[src/rtl/microcode_dispatcher.sv]
// Opcode queue feeding a microcode unit; issues one segment at a time and forwards its control
// words. Optional stream timeout fault is enabled by defining MC_DISPATCH_TIMEOUT_EN.
module microcode_dispatcher #(
    parameter int unsigned OPCODE_W = 11,
    parameter int unsigned CTRL_W   = 32,
    parameter int unsigned QDEPTH   = 4,
    parameter int unsigned TIMEOUT  = 255
) (
    input  logic                clk,
    input  logic                rst_n,
    input  logic [OPCODE_W-1:0] in_opcode,
    input  logic                in_valid,
    output logic                in_ready,
    output logic                mc_sos,
    output logic [OPCODE_W-1:0] mc_opcode,
    input  logic [CTRL_W-1:0]   mc_ctrl,
    output logic [CTRL_W-1:0]   ctrl_out,
    output logic                ctrl_valid,
    output logic                seg_done,
    output logic [7:0]          seg_words,
    output logic                busy,
    output logic                fault
);

    localparam int unsigned PtrW = $clog2(QDEPTH);

    typedef enum logic [2:0] {
        StIdle, StIssue, StLat1, StLat2, StStream, StDrain1, StDrain2, StFault
    } state_e;

    state_e              state_q, state_d;
    logic [OPCODE_W-1:0] mem_q [QDEPTH];
    logic [PtrW-1:0]     wr_ptr_q, rd_ptr_q;
    logic [PtrW:0]       count_q;
    logic                push, pop;

    logic                mc_sos_q, mc_sos_d;
    logic [OPCODE_W-1:0] mc_opcode_q, mc_opcode_d;
    logic [CTRL_W-1:0]   ctrl_out_q, ctrl_out_d;
    logic                ctrl_valid_q, ctrl_valid_d;
    logic                seg_done_q, seg_done_d;
    logic [7:0]          seg_words_q, seg_words_d;
    logic [7:0]          cnt_q, cnt_d, cnt_inc;

    assign in_ready = (count_q != (PtrW + 1)'(QDEPTH));
    assign push     = in_valid && in_ready;
    assign cnt_inc  = (cnt_q == 8'hFF) ? cnt_q : cnt_q + 8'd1;

    always_ff @(posedge clk) begin
        if (push) mem_q[wr_ptr_q] <= in_opcode;
    end

    always_ff @(posedge clk) begin
        if (!rst_n) begin
            wr_ptr_q <= '0;
            rd_ptr_q <= '0;
            count_q  <= '0;
        end else begin
            if (push) wr_ptr_q <= wr_ptr_q + PtrW'(1);
            if (pop)  rd_ptr_q <= rd_ptr_q + PtrW'(1);
            unique case ({push, pop})
                2'b10:   count_q <= count_q + 1'b1;
                2'b01:   count_q <= count_q - 1'b1;
                default: count_q <= count_q;
            endcase
        end
    end

`ifdef MC_DISPATCH_TIMEOUT_EN
    logic fault_q, fault_d;
    assign fault = fault_q;
`else
    logic unused_timeout;
    assign unused_timeout = ^32'(TIMEOUT);
    assign fault          = 1'b0;
`endif

    always_comb begin
        state_d      = state_q;
        pop          = 1'b0;
        mc_sos_d     = 1'b0;
        mc_opcode_d  = mc_opcode_q;
        ctrl_out_d   = ctrl_out_q;
        ctrl_valid_d = 1'b0;
        seg_done_d   = 1'b0;
        seg_words_d  = seg_words_q;
        cnt_d        = cnt_q;
`ifdef MC_DISPATCH_TIMEOUT_EN
        fault_d      = fault_q;
`endif
        unique case (state_q)
            StIdle: begin
                if (count_q != '0) begin
                    pop         = 1'b1;
                    mc_opcode_d = mem_q[rd_ptr_q];
                    mc_sos_d    = 1'b1;
                    cnt_d       = '0;
                    state_d     = StIssue;
                end
            end
            StIssue: state_d = StLat1;
            StLat1:  state_d = StLat2;
            StLat2:  state_d = StStream;
            StStream: begin
                ctrl_out_d   = mc_ctrl;
                ctrl_valid_d = 1'b1;
                cnt_d        = cnt_inc;
                if (mc_ctrl[0]) begin
                    seg_words_d = cnt_inc;
                    seg_done_d  = 1'b1;
                    state_d     = StDrain1;
                end
`ifdef MC_DISPATCH_TIMEOUT_EN
                else if (cnt_inc == 8'(TIMEOUT)) begin
                    fault_d     = 1'b1;
                    seg_done_d  = 1'b1;
                    seg_words_d = 8'(TIMEOUT);
                    state_d     = StFault;
                end
`endif
            end
            StDrain1: state_d = StDrain2;
            StDrain2: state_d = StIdle;
            StFault: begin
`ifdef MC_DISPATCH_TIMEOUT_EN
                state_d = StFault;
`else
                state_d = StIdle;
`endif
            end
            default: state_d = StIdle;
        endcase
    end

    always_ff @(posedge clk) begin
        if (!rst_n) begin
            state_q      <= StIdle;
            mc_sos_q     <= 1'b0;
            mc_opcode_q  <= '0;
            ctrl_out_q   <= '0;
            ctrl_valid_q <= 1'b0;
            seg_done_q   <= 1'b0;
            seg_words_q  <= '0;
            cnt_q        <= '0;
`ifdef MC_DISPATCH_TIMEOUT_EN
            fault_q      <= 1'b0;
`endif
        end else begin
            state_q      <= state_d;
            mc_sos_q     <= mc_sos_d;
            mc_opcode_q  <= mc_opcode_d;
            ctrl_out_q   <= ctrl_out_d;
            ctrl_valid_q <= ctrl_valid_d;
            seg_done_q   <= seg_done_d;
            seg_words_q  <= seg_words_d;
            cnt_q        <= cnt_d;
`ifdef MC_DISPATCH_TIMEOUT_EN
            fault_q      <= fault_d;
`endif
        end
    end

    assign mc_sos     = mc_sos_q;
    assign mc_opcode  = mc_opcode_q;
    assign ctrl_out   = ctrl_out_q;
    assign ctrl_valid = ctrl_valid_q;
    assign seg_done   = seg_done_q;
    assign seg_words  = seg_words_q;
    assign busy       = !((state_q == StIdle) && (count_q == '0));

endmodule

[config.mk]
export PLATFORM = sky130hd
export DESIGN_NAME = microcode_dispatcher
export DESIGN_NICKNAME = d
export VERILOG_FILES = /design/src/rtl/microcode_dispatcher.sv
export SDC_FILE = /design/constraint.sdc
export NUM_CORES = 1
export LEC_CHECK = 0
export ABC_AREA = 1
export BUFFER_PORTS_ARGS = -buffer_cell sky130_fd_sc_hd__buf_2
export CAP_MARGIN = 30
export CORE_ASPECT_RATIO = 0.75
export CORE_MARGIN = 2
export CORE_UTILIZATION = 48
export DETAILED_ROUTE_END_ITERATION = 6
export PLACE_DENSITY = 0.75
export SYNTH_ARGS = -nofsm -noshare
export SYNTH_HDL_FRONTEND = slang
export SYNTH_SLANG_ARGS = --single-unit
[constraint.sdc]
create_clock -name clk -period 2 [get_ports clk]
set_clock_uncertainty 0.05 [all_clocks]
set_input_delay 0.1 -clock clk [delete_from_list [all_inputs] [get_ports clk]]
set_output_delay 0.1 -clock clk [all_outputs]
set_load 0.01 [all_outputs]
==> Word-level counts from Yosys, hierarchy flattened <==
Memory sizes are Yosys's and may differ from the RTL's. A register that Yosys moved wholly into a read port is not among the register bits.
Index checks and enable logic that the tools add are counted.
{ "word_totals": {"ff_bits": 61, "mem_bits_rw": 44, "inputBits": 46, "out_inout_bits": 57, "wordCells": 57, "mem_count": 1} }
{ "memory_table": {"columns": ["memory", "depth", "word_bits", "rd", "rd_ports_with_merged_regs", "wr", "line", "text"], "rows": [
  ["mem_q", 4, 11, 1, 1, 1, "32", "logic [OPCODE_W-1:0] mem_q [QDEPTH];"]
]} }
{ "op_classes": {"add_sub_neg": 5, "n_eq_ne": 13, "mux": 13, "n_reduce_logical": 15} }
{ "ops": {"columns": ["operator", "n"], "rows": [
  ["$pmux W3 S7", 1],
  ["$mux W8", 2],
  ["$pmux W8 S2", 1],
  ["$eq A3 B3 Y1 const B", 4],
  ["$reduce_and A2 Y1", 5],
  ["$add A8 B1 Y8 const B", 1],
  ["$eq A8 B8 Y1 const B", 1],
  ["$eq A3 B2 Y1 const B", 2],
  ["$logic_not A3 Y1", 2],
  ["$mux W1", 6],
  ["$mux W3", 2],
  ["$pmux W3 S2", 1],
  ["$add A2 B1 Y2 const B", 2],
  ["$ne A2 B2 Y1 const B", 2],
  ["$reduce_bool A2 Y1", 2],
  ["$add A3 B1 Y3 const B", 1],
  ["$eq A3 B1 Y1 const B", 1],
  ["$ne A3 B3 Y1 const B", 1],
  ["$reduce_bool A3 Y1", 1],
  ["$sub A3 B1 Y3 const B", 1],
  ["$eq A2 B1 Y1 const B", 1],
  ["$eq A2 B2 Y1 const B", 1],
  ["$logic_and A1 B1 Y1", 2],
  ["$logic_not A1 Y1", 2],
  ["$reduce_or A2 Y1", 1]
]} }

==> Depth between registers and ports, before layout <==
{ "logic_depth": {"depth_word": 5, "depth_mapped": 10, "ltp_nobuf": 9} }

==> Worst setup path before layout <==
OpenSTA, ideal clock, no wires.
{ "synth_path": {"path_kind": "flip-flop to flip-flop", "start": "register count_q[0]", "end": "register count_q[2]", "setup_ns": 0.122, "t_arrival_ns": 1.833, "t_required_ns": 1.828, "slack_ns": -0.005, "stages_incl_launch_ff": 10, "path_buffers": 1, "period_less_slack_ns": 2.005, "cell_sequence": "dfxtp_1 > nor3_4 > nor2_8 > buf_6 > ha_1 > fa_1 > a21oi_1 > o21ai_0 > o21ai_0 > a21oi_1"} }
{ "synth_via": {"elab_chain_len": 5, "elab_cells_between_ends": 11, "cone_classes": "2 x add/sub; 3 x eq/ne; 3 x mux; 3 x reduce/logical"} }
{ "synth_rtl": {"columns": ["element", "line", "text"], "rows": [
  ["start: declaration", "34", "logic [PtrW:0] count_q;"],
  ["start signal: assignment", "62", "2'b10: count_q <= count_q + 1'b1;"],
  ["start signal: assignment", "63", "2'b01: count_q <= count_q - 1'b1;"],
  ["start signal: assignment", "64", "default: count_q <= count_q;"],
  ["$reduce_bool A3 Y1", "93", "if (count_q != '0) begin"],
  ["$mux W1", "93", null],
  ["$mux W1", "91", "unique case (state_q)"],
  ["$eq A2 B1 Y1 or $eq A2 B2 Y1 (tied branches)", "61", "unique case ({push, pop})"],
  ["$pmux W3 S2 or $reduce_bool A2 Y1 (tied branches)", null, null]
]} }
Parallel ways exist; a longest one is shown, timed or not.
A chain may end at the register's enable or synchronous reset.

==> Worst setup path in the final report <==
Ends and elaborated chain as after synthesis.

==> summary.md <==
| Metric | Value |
|---|---|
| Outcome | finished, final reports clean |
| CTS tree | done |
| FP Rows | 30 |
| Post-Route WL | 11600 um |
| Worst rel slew slack | ~63% |
| Synth Area in Adders | 2.10% |
| FMAX | between 500 and 600 MHz |
| Syn Inst Count | 486 |
| TNS Setup | 0 ns |
| Crit path DAT | approximately 2.1 ns |
| Hold WS | 0.0908 ns |
| # diodes | 0 |
| Critical Path End Type | flip-flop |
| Total iterations of the first detailed-routing run | 6 |
| GRT overflow | 0 |
| Most area-hungry cell type in the Yosys netlist | dfxtp_1 |
| Syn nets | 539 |
| Nets@finish | 691 |
| Max Slew Vio Count | 0 |
| Critical path startpoint | count_q[0]$_SDFFE_PN0P_ |
| Final ANT Viol Nets | 0 |
| Register clock-pin slew on the reported worst setup and hold paths | 0.05 ns |
| Floorplan core area | 9120 um^2 |
| Mean Syn Cell Area | 9.33 um^2 |
| Avg WL per Cell | 14.8 um |
| RR Startpoint | count_q[0]$_SDFFE_PN0P_ |
| Simple-gate share of the synthesized area | 18.3% |
| Critical-path maximum fanout | 5 |
| Global-route wire length before repair | between 15000 and 20000 um |
| Worst slew pin tran | 0.548 ns |
| DRC violations left | 0 |
| Synth unique cells | 31 |
| Hold wc startpoint | rst_n |
| Startpoint types | flip-flop |
| Leak pwr | 0.00264 uW |
| Worst IR drop on VDD | slightly below 0.8 mV |
| Pwr per Cell Area | around 1300 nW/um^2 |
| CP dominant cell by count | a21oi_1 |
| Slowest-stage cell, CP | dfxtp_2 |
| Placed cell areas | 5160 um^2 |
| Seq cells post-synth | around 120 |
| Most numerous cell in the Yosys netlist | nor2_1 |
| Post-Route Utilization | 67.7% |
| Compound-cell area share of the yosys netlist | 13.2% |
| Tcrit/Tclk final | 94.0% |
| RSZ-0062 raised after global routing | no |
| Hold Crit Class | in2reg |
| Final setup fails | 0 |
| Vias in the first global route | 3691 |
| Clk root buf | clkbuf_16 |
| Number of buffers created by CTS | 17 |
| Clk buf depth | 2 |
| Post-synth EDFFs | 44 |
| Clk sink count | 116 |
| Dpl hpwl | 6480 um |
| Iter 0 DRT Violations | 282 |
| Post-Synth XOR/XNOR Area | 0% |
| Largest net degree at the start of global routing | 63 |
| Share of the yosys chip area belonging to registers | 60.9% |
| Final instance area | roughly 6200 um^2 |
| Via count | 3949 |
| Final-report hold violation count | 0 |
| Initial antenna violation count | 0 |
| Async set-reset flop share out of synthesis | 0% |
| H-tree levels | 4 |
| Yosys warns | 0 |
| Req. time, crit path | 2.24 ns |
| Layout cell share with drive strength beyond 1 | about a quarter |
| Die H | 88.2 um |
| Post-synth top area share | 31.8% |
| Mux contribution to synthesized area | 0% |
| Critical path type | reg2reg |
| Die area | roughly 10000 um^2 |
| Port Buffer Count | slightly above 100 |
| Final GP Congestion | 0.831 |
| Synth cell count leaders | 129 x nor2_1, 72 x dfxtp_1, 70 x o21ai_0, 44 x edfxtp_1, 35 x nand2_1 |
| Global Route Usage Sum | 23.6% |
| Layout area overhead | 36.1% |
| Skew-Pair Late Insertion Delay | 0.40 ns |
| Primary flip-flop cell chosen by synthesis mapping | dfxtp_1 |
| Via density | 5.07 |
| Initial Utilization | 49.7% |
| Crit-path max cell delay | 0.36 ns |
| Power Total | just under 8000 uW |
| IO Pins | 103 |
| Crit path cell chain | nor3_4, nor2_8, ha_1, fa_2, a21oi_1, o21ai_1, o21ai_0, a21oi_1 |
| Synth Cell Area | 4540 um^2 |
| Min Tclk post-route | 1.88 ns |
| Largest cells by area after synthesis | dfxtp_1 32%, edfxtp_1 29%, nor2_1 11%, o21ai_0 7.7%, nand2_1 2.9% |
| Max-Cap Viols | 0 |
| Die width | 116 um |
| Main combinational cell family by area after synthesis | simple AND/OR/NAND/NOR gates |
flip-flops by register name (all words and copies together), names as in the netlist:
signal      cells
mem_q          44
ctrl_out       32
mc_opcode      11
cnt_q           8
seg_words       8
count_q         3
state_q         3
rd_ptr_q        2
wr_ptr_q        2
ctrl_valid      1
mc_sos          1
seg_done        1
final timing paths:
kind                                    end  depth (start not counted)  slack, ns
setup / recovery    count_q[2]$_SDFFE_PN0P_                          8       0.12
hold / removal            mc_sos$_SDFF_PN0_                          3       0.09
setup reg to reg    count_q[2]$_SDFFE_PN0P_                          8       0.12
hold reg to reg   seg_words[6]$_SDFFE_PN0P_                          2       0.43
repair_timing:
action | 4_1_cts | 5_1_grt
hold endpoints to repair | 77 | 0
hold buffers | 43 | 0
buffers inserted | 0 | 1
gates resized for setup | 0 | 4
setup endpoints to repair | 0 | 1
cells by family after synthesis:
| group | after synthesis |
|---|---|
| and+or+nand+nor | 193 |
| AOI/OAI and AO/OA | 115 |
| adders and majority gates | 7 |
| DFF | 116 |
| other | 1 |
| buffers and inverters | 54 |
routing by layer:
layer / up-vias / wire length (um) / track usage (%)
met4: 0 / 246 / 11.7
met5: - / 0 / 0
met3: 25 / 752 / 6.30
li1: 1934 / - / -
met1: 1853 / 4940 / 28.0
met2: 137 / 5620 / 39.9
metrics by stage:
stage          std cells  setup WS [ns]
2_1_floorplan        486         0.0153
3_3_place_gp         703          0.103
3_5_place_dp         703         0.0390
4_1_cts              778         0.0257
5_1_grt              779       0.000654
6_report             779          0.119
area by class of cell:
type	count	area, um^2
fill	688	2950
sequential	116	2770
multi-input combinational	316	1530
timing repair buffer	155	1020
clock buffer	20	437
tap	128	160
clock inverter	12	138
inverter	32	123
worst max-delay path, delay by kind of cell (launching register included):
| kind | cells | cell delay [ns] |
|---|---|---|
| compound gates | 4 | 0.44 |
| fa+ha+maj | 2 | 0.57 |
| flops | 1 | 0.36 |
| simple gates | 2 | 0.35 |
placed cells by master, fill, tap and decap left out, types with 4 or more instances in the layout:
cell           Yosys  routed
clkinv_2           0       5
o22ai_1           11      11
inv_2              4       4
inv_1             27      27
dfxtp_1           72      70
nor2_1           129     129
nand3_1           16      16
clkbuf_16          0      17
nor2_4             4       4
dlygate4sd3_1      0      43
o21ai_1           19      20
o21ai_0           70      69
nand2_1           35      35
buf_2              5     101
edfxtp_1          44      44
ha_1               6       6
a21oi_1           11      11
buf_4              4      11
report_power, final:
group | total, uW | switching (uW) | internal [uW]
Clock | 2930 | 995 | 1930
Combinational | 2010 | 1260 | 749
Sequential | 2990 | 191 | 2800
Note: power is estimated with default switching activity, not from simulation.
